`src/rtl/tdc_pkg.sv`:
```
// Shared TDC definitions: default geometry, clog2 helper and the timestamp
// record handed to the downstream FIFO.
package tdc_pkg;

    localparam int TDC_NUM      = 12;
    localparam int GROUP        = 4;
    localparam int TDC_COARSE_W = 16;

    function automatic int clog2(input int value);
        int res;
        int v;
        res = 0;
        v   = value - 1;
        while (v > 0) begin
            res = res + 1;
            v   = v >> 1;
        end
        return res;
    endfunction

    localparam int TDC_WBIN = clog2(TDC_NUM + 1);

    typedef struct packed {
        logic [TDC_WBIN-1:0]     fine;
        logic [TDC_COARSE_W-1:0] coarse;
        logic                    bubble;
    } tdc_result_t;

endpackage

```
`src/rtl/therm_decoder_popcount4.sv`:
```
// Four-tap slice of the fine encoder: ones count plus a flag telling whether
// the slice is a clean thermometer fragment (ones packed from bit 0 upward).
module popcount4 (
    input  logic [3:0] bits_i,
    output logic [2:0] cnt_o,
    output logic       clean_o
);

    always_comb begin
        cnt_o = 3'(bits_i[0]) + 3'(bits_i[1]) + 3'(bits_i[2]) + 3'(bits_i[3]);
        unique case (bits_i)
            4'b0000, 4'b0001, 4'b0011, 4'b0111, 4'b1111: clean_o = 1'b1;
            default:                                     clean_o = 1'b0;
        endcase
    end

endmodule

```
`src/rtl/therm_decoder.sv`:
```
// Thermometer-to-timestamp decoder: tap-0 edge detect, grouped popcount with
// bubble check, coarse tagging and a single-entry valid/ready output slot.
module therm_decoder
    import tdc_pkg::*;
#(
    parameter  int NUM      = TDC_NUM,
    parameter  int COARSE_W = TDC_COARSE_W,
    localparam int WBIN     = clog2(NUM + 1)
) (
    input  logic                clk,
    input  logic                iRst,
    input  logic [NUM-1:0]      iTherm,
    input  logic                iEnable,
    input  logic                iReady,
    output logic                oValid,
    output logic [WBIN-1:0]     oFine,
    output logic [COARSE_W-1:0] oCoarse,
    output logic                oBubble,
    output logic [7:0]          oDropCnt
);

    localparam int NGRP = NUM / GROUP;

    logic [COARSE_W-1:0] coarse_q;

    logic [NUM-1:0]      therm_p0_q;
    logic [NUM-1:0]      prev_p0_q;
    logic [COARSE_W-1:0] coarse_p0_q;
    logic                en_p0_q;
    logic                hit_p0;
    logic                bub_p0;

    logic [2:0]          grp_cnt   [NGRP];
    logic [NGRP-1:0]     grp_clean;

    logic [2:0]          cnt_p1_q  [NGRP];
    logic [COARSE_W-1:0] coarse_p1_q;
    logic                bub_p1_q;
    logic                vld_p1_q;

    logic [WBIN-1:0]     fine_p2;

    logic                valid_q,  valid_d;
    logic [WBIN-1:0]     fine_q,   fine_d;
    logic [COARSE_W-1:0] coarse_o_q, coarse_o_d;
    logic                bub_q,    bub_d;
    logic [7:0]          drop_q,   drop_d;

    always_ff @(posedge clk or posedge iRst) begin
        if (iRst) begin
            coarse_q <= '0;
        end else begin
            coarse_q <= coarse_q + COARSE_W'(1);
        end
    end

    // ---- S0: sample word, keep previous word for the tap-0 edge ----
    always_ff @(posedge clk or posedge iRst) begin
        if (iRst) begin
            therm_p0_q  <= '0;
            prev_p0_q   <= '0;
            coarse_p0_q <= '0;
            en_p0_q     <= 1'b0;
        end else begin
            therm_p0_q  <= iTherm;
            prev_p0_q   <= therm_p0_q;
            coarse_p0_q <= coarse_q;
            en_p0_q     <= iEnable;
        end
    end

    assign hit_p0 = en_p0_q & therm_p0_q[0] & ~prev_p0_q[0];

    for (genvar g = 0; g < NGRP; g++) begin : g_grp
        popcount4 u_pc (
            .bits_i  (therm_p0_q[GROUP*g +: GROUP]),
            .cnt_o   (grp_cnt[g]),
            .clean_o (grp_clean[g])
        );
    end

    // A one at the bottom of a group with a zero at the top of the group
    // below is the only bubble the per-group clean flags cannot see.
    always_comb begin
        bub_p0 = ~(&grp_clean);
        for (int g = 1; g < NGRP; g++) begin
            if (therm_p0_q[GROUP*g] && !therm_p0_q[GROUP*g-1]) begin
                bub_p0 = 1'b1;
            end
        end
    end

    // ---- S1: group counts, bubble flag and coarse tag for hits ----
    always_ff @(posedge clk or posedge iRst) begin
        if (iRst) begin
            for (int g = 0; g < NGRP; g++) begin
                cnt_p1_q[g] <= '0;
            end
            coarse_p1_q <= '0;
            bub_p1_q    <= 1'b0;
            vld_p1_q    <= 1'b0;
        end else begin
            vld_p1_q <= hit_p0;
            if (hit_p0) begin
                for (int g = 0; g < NGRP; g++) begin
                    cnt_p1_q[g] <= grp_cnt[g];
                end
                coarse_p1_q <= coarse_p0_q;
                bub_p1_q    <= bub_p0;
            end
        end
    end

    // ---- S2: sum group counts into the fine value ----
    always_comb begin
        fine_p2 = '0;
        for (int g = 0; g < NGRP; g++) begin
            fine_p2 = fine_p2 + WBIN'(cnt_p1_q[g]);
        end
    end

    always_comb begin
        valid_d    = valid_q;
        fine_d     = fine_q;
        coarse_o_d = coarse_o_q;
        bub_d      = bub_q;
        drop_d     = drop_q;
        if (vld_p1_q && (!valid_q || iReady)) begin
            valid_d    = 1'b1;
            fine_d     = fine_p2;
            coarse_o_d = coarse_p1_q;
            bub_d      = bub_p1_q;
        end else if (vld_p1_q) begin
            if (drop_q != 8'hFF) begin
                drop_d = drop_q + 8'd1;
            end
        end else if (iReady) begin
            valid_d = 1'b0;
        end
    end

    // ---- Output slot ----
    always_ff @(posedge clk or posedge iRst) begin
        if (iRst) begin
            valid_q    <= 1'b0;
            fine_q     <= '0;
            coarse_o_q <= '0;
            bub_q      <= 1'b0;
            drop_q     <= '0;
        end else begin
            valid_q    <= valid_d;
            fine_q     <= fine_d;
            coarse_o_q <= coarse_o_d;
            bub_q      <= bub_d;
            drop_q     <= drop_d;
        end
    end

    assign oValid   = valid_q;
    assign oFine    = fine_q;
    assign oCoarse  = coarse_o_q;
    assign oBubble  = bub_q;
    assign oDropCnt = drop_q;

endmodule

```
`config.mk`:
```
export PLATFORM = sky130hd
export DESIGN_NAME = therm_decoder
export DESIGN_NICKNAME = d
export VERILOG_FILES = /design/src/rtl/tdc_pkg.sv /design/src/rtl/therm_decoder_popcount4.sv /design/src/rtl/therm_decoder.sv
export SDC_FILE = /design/constraint.sdc
export NUM_CORES = 1
export LEC_CHECK = 0
export CORE_MARGIN = 1
export CORE_UTILIZATION = 40
export CTS_CLUSTER_DIAMETER = 150
export DETAILED_ROUTE_END_ITERATION = 12
export SYNTH_ARGS = -nofsm -noshare
export SYNTH_HDL_FRONTEND = slang
export SYNTH_HIERARCHICAL = 1
export SYNTH_SLANG_ARGS = --single-unit
```
`constraint.sdc`:
```
create_clock -name clk -period 2.8 [get_ports clk]
set_input_delay 0.28 -clock clk [delete_from_list [all_inputs] [get_ports clk]]
set_output_delay 0.28 -clock clk [all_outputs]
set_load 0.01 [all_outputs]
```
# Word-level counts from Yosys, hierarchy flattened
# Cells that the tools add are included.
[totals]
register_bits = 103
input_bits = 16
wordCells = 73
[op_classes]
add_sub_neg = 13
eq_ne = 14
n_mux = 8
bitwise_logic = 5
reduce_logical = 17
[op_table]
columns = ["cell", "n"]
rows = [
  ["3-bit by 1-bit adder with 3-bit output", 6],
  ["16-bit by 1-bit adder with 16-bit output (second input constant)", 1],
  ["5-bit OR reduction", 3],
  ["4-bit by 1-bit == test with 1-bit output (second input constant)", 3],
  ["4-bit by 2-bit == test with 1-bit output (second input constant)", 3],
  ["4-bit by 3-bit == test with 1-bit output (second input constant)", 3],
  ["4-bit == test (second input constant)", 3],
  ["4-bit zero test", 3],
  ["8-bit by 1-bit adder with 8-bit output (second input constant)", 1],
  ["1-bit two-way mux", 8],
  ["8-bit inequality test (second input constant)", 1],
  ["1-bit by 1-bit adder with 2-bit output", 3],
  ["3-bit AND reduction", 2],
  ["3-bit by 3-bit adder with 4-bit output", 1],
  ["4-bit by 3-bit adder with 4-bit output", 1],
  ["1-bit logical AND", 3],
  ["1-bit zero test", 3],
  ["1-bit inverter", 3],
  ["1-bit AND", 2],
  ["2-bit by 1-bit inequality test with 1-bit output (second input constant)", 1],
  ["2-bit AND reduction", 1],
  ["2-bit nonzero test", 1],
  ["1-bit logical OR", 1],
]

# Longest topological paths before layout
[logic_depth]
depth_word = 7
depth_mapped = 8
mapped_depth_nobuf = 8

# Modules after synthesis
# The synthesis kept the hierarchy.
[by_module_without_submodules]
columns = ["mod", "instances", "cells_per_inst", "area_per_inst_um2", "seq_area_each_um2"]
rows = [
  ["therm_decoder", 1, 298, 3784.9, 2577.5],
  ["popcount4", 3, 11, 100.1, 0.0],
]

# Least setup slack after synthesis
# No wires, ideal clock.
[synth_path]
path_kind = "reg2reg"
start = "register cnt_p1_q[1] in the netlist's numbering"
end = "register fine_q[3] (netlist: oFine[3])"
t_arrival_ns = 1.702
slack_ns = 1.015
stages_incl_launch_ff = 7
n_path_buf = 0
period_less_slack_ns = 1.785
path_cell_list = "dfrtp_1 > fa_1 > ha_1 > inv_1 > fa_1 > xor2_1 > o21ai_0"
[synth_via]
elab_chain_len = 1
[synth_lines]
columns = ["element", "line_no", "rtl"]
rows = [
  ["start, declared", "therm_decoder.sv:36", "logic [2:0] cnt_p1_q [NGRP];"],
  ["start signal, assigned by index", "therm_decoder.sv:106", "cnt_p1_q[g] <= grp_cnt[g];"],
  ["4-bit by 3-bit adder with 4-bit output", "therm_decoder.sv:118", "fine_p2 = fine_p2 + WBIN'(cnt_p1_q[g]);"],
  ["end signal, assigned", "therm_decoder.sv:152", "fine_q <= fine_d;"],
  ["end, declared", "therm_decoder.sv:44", "logic [WBIN-1:0] fine_q, fine_d;"],
]
# Every way passes these cells.
# A chain may end at the register's enable or synchronous reset.

# Worst setup path after layout
# Ends and elaborated chain as after synthesis.

==> summary.md <==
| Metric | Value |
|---|---|
| Max Slew Vio Count | 0 |
| Met2 WL | just under 3000 um |
| Met1 WL | roughly 3200 um |
| Clk root buf | clkbuf_8 |
| Die Wd | just over 100 um |
| CP Capture Type | flop |
| Hold_ws | roughly 0.27 ns |
| Post-synth ARST share | 1.00 |
| # DRC | 0 |
| Reg power frac | 0.534 |
| IR drop worst, VDD | between 0.2 and 0.25 mV |
| CP Data Arrival Time | about 2.2 ns |
| Ys flop type | dfrtp_1 |
| Post-synthesis cell type with the largest combined area | dfrtp_1 |
| Via count | 2396 |
| Ranking of synthesized cells by area | dfrtp_1, nand2_1, mux2_2 |
| Initial DRT Pass Iterations | 4 |
| Tcrit/Tclk final | 0.664 |
| Final setup fails | 0 |
| Largest net degree at the start of global routing | 57 |
| WL per Instance | ~12 um |
| Max Cap Viol | 0 |
| # Post-CTS Setup Buffers | 0 |
| Lkg Pwr | between 0.002 and 0.0025 uW |
| WS Path Type | reg2reg |
| Fin nets | between 400 and 500 |
| Top sig layer | met4 |
| CTS tree | done |
| Proportion of layout cells with a drive suffix above 1 | 0.119 |
| Post-synthesis register bit count | between 100 and 150 |
| Clk pwr share | 0.325 |
| ANT cells | 0 |
| Buffers added on ports | 45 |
| Simple-gate share of the synthesized area | 0.137 |
| Worst Setup Start Kind | flop |
| Clock Latency Late Sink | 0.36 ns |
| EDFF count, synth | 0 |
| Fillers | just over 900 |
| Complex-gate fraction of the synthesized area | 0.0263 |
| Antenna Nets Post-Route | 0 |
| Worst EP required | approximately 3.1 ns |
| Placed Cells | between 500 and 600 |
| Antenna violations before repair | 0 |
| Top cell type's share of synthesized area | 0.631 |
| Main combinational cell family by area after synthesis | simple AND/OR/NAND/NOR gates |
| Synth Area per Inst | roughly 12 um^2 |
| CTS resizes | 0 |
| Die ar. | around 11000 um^2 |
| Sw Ratio | 0.244 |
| CTS Buf Count | 9 |
| CTS H-tree depth | 3 |
| Non-Filler Instances | 521 |
| Max-slew headroom | 0.418 |
| Top post-synthesis cells by count | dfrtp_1, nand2_1, inv_1, mux2_2, ha_1 |
| Yosys warnings | 6 |
| Grt total ovfl | 0 |
| Core footprint | about 10000 um^2 |
| Tmin final | around 1.9 ns |
| Adder-Cell Fraction of Synth Area | 0.0802 |
| Met3 WL | between 150 and 200 um |
| RSZ-0062 raised after global routing | false |
| Multiplexer share of the synthesized area | 0.0551 |
| Post-synth cell types | 36 |
| PD cells | 637 nW/um^2 |
| GPL Wtd Cong | around 0.73 |
| Storage element area | between 2000 and 3000 um^2 |
| Cell Rows | 36 |
| Most common cell in the netlist | dfrtp_1 |
| Worst Tran Pin Value | 0.872 ns |
| Sequential element share of the synthesized area | 0.631 |
| Initial DRC count | 54 |
| Syn Nets | 369 |
| XOR/XNOR Fraction of Synth Area | 0.0407 |
| Status | finished, final reports clean |
| Boundary pin count | between 40 and 50 |
| Total net switching power | 766 uW |
| Tot GR Track Use | 0.144 |
| Dpl hpwl | about 4500 um |
| First-pass GRT wire length | approximately 11000 um |
| Mapped Area | ~4100 um^2 |
| Cells after Synth | around 330 |
| Critical-path maximum fanout | 2 |
| Clock-pin slew on the worst setup and hold paths | 0.10 ns |
| Int Pwr | between 2000 and 2500 uW |
| Setup TNS | 0 ns |
| Area Growth Syn to Fin | 20.5% |
| Layout Skew | between 0.01 and 0.015 ns |
| Final hold vios | 0 |
| Max clock buf depth | 2 |
| Die Height | about 100 um |
| Routed WL | 6460 um |
| FMAX | 538 MHz |
| Clock sinks | slightly above 100 |
| # hold bufs at CTS | 0 |
| Drt via density | between 4 and 5 |
| Multi-input gate area | between 1000 and 1500 um^2 |
| Combinational power share | 0.140 |
| Number of global-route vias before repair | between 2000 and 2500 |
| Starting Density | 0.416 |
| Hold Crit Class | in2async |
-- layout make-up --
cell class,instances,share of cell area
repair buffers,48,0.0986
clock buffers,11,0.0287
clock inverters,5,0.0165
multi-input cells,199,0.281
well taps,133,0.0338
inverters,22,0.0175
flip-flops and latches,103,0.524
-- per-stage QoR --
stage	total power, uW	cell area [um^2]	util	worst slack [ns]
final	3140	4920	0.501	0.940
after global routing	3310	4920	0.501	0.809
after CTS	3180	4920	0.501	0.924
after detailed placement	2160	4700	0.479	0.937
after global placement	2140	4700	0.479	0.991
after floorplan	1930	4090	-	1.02
-- worst paths after layout --
check	from	end	slack, ns	depth (start not counted)
setup reg to reg	cnt_p1_q[1]	oFine[3]	0.94	6
setup / recovery	cnt_p1_q[1]	oFine[3]	0.94	6
min in group clk	iTherm[9]	therm_p0_q[9]	0.34	1
max in group asynchronous	iRst	coarse_q[9]	1.83	3
hold reg to reg	coarse_q[15]	coarse_p0_q[15]	0.40	0
hold / removal	iRst	vld_p1_q	0.27	2
-- state kept, by name, indices dropped and copies added, names as in the netlist --
signal / flops
oFine: 4
en_p0_q: 1
therm_p0_q: 12
coarse_p0_q: 16
cnt_p1_q: 9
oValid: 1
oBubble: 1
coarse_p1_q: 16
vld_p1_q: 1
oDropCnt: 8
oCoarse: 16
prev_p0_q: 1
coarse_q: 16
bub_p1_q: 1
-- per-layer routing --
metal | track usage | up-vias
met4 | 0.0715 | 0
li1 | - | 1168
met1 | 0.197 | 1174
met2 | 0.222 | 43
met3 | 0.0264 | 11
met5 | 0 | -
-- cell families (layout without fill, tap and decap cells) --
kind of cell	count (synthesis)	in the layout
AOI/OAI and AO/OA	19	19
DFF	103	103
adders and majority gates	22	22
muxes	20	20
xor gates and xnor gates	19	19
and+or+nand+nor	119	119
buffers and inverters	29	86
-- power groups by stage --
stage	Combinational (uW)	Sequential [uW]	Clock (uW)
3_3_place_gp	436	1710	0
4_1_cts	447	1680	1060
2_1_floorplan	198	1730	0
3_5_place_dp	445	1710	0
5_1_grt	499	1700	1120
6_report	440	1680	1020
-- layout by cell type, fill, tap and decap left out, types with 2 or more instances in the layout --
master | Yosys | layout
buf_4 | 3 | 2
nor2_1 | 6 | 6
clkinvlp_4 | 0 | 2
xnor2_1 | 10 | 10
dfrtp_1 | 103 | 103
ha_1 | 15 | 15
nand4_1 | 5 | 5
and3_1 | 2 | 2
clkdlybuf4s50_1 | 0 | 45
bufinv_16 | 0 | 2
nand2_1 | 81 | 81
inv_1 | 22 | 21
o21ai_0 | 7 | 7
o21bai_1 | 3 | 3
a21oi_1 | 6 | 6
nand3_1 | 8 | 8
fa_1 | 7 | 7
mux2_2 | 19 | 19
nor2b_1 | 4 | 4
clkbuf_8 | 0 | 10
xor2_1 | 9 | 9
-- worst max-delay path, stage by stage, from the launching register on --
cell and delay (ns):
dfrtp_1 0.41, fa_1 0.54, ha_1 0.14, inv_1 0.04, fa_1 0.36, xor2_1 0.15, o21ai_0 0.14
No activity file was read; power rests on OpenSTA's default activity.
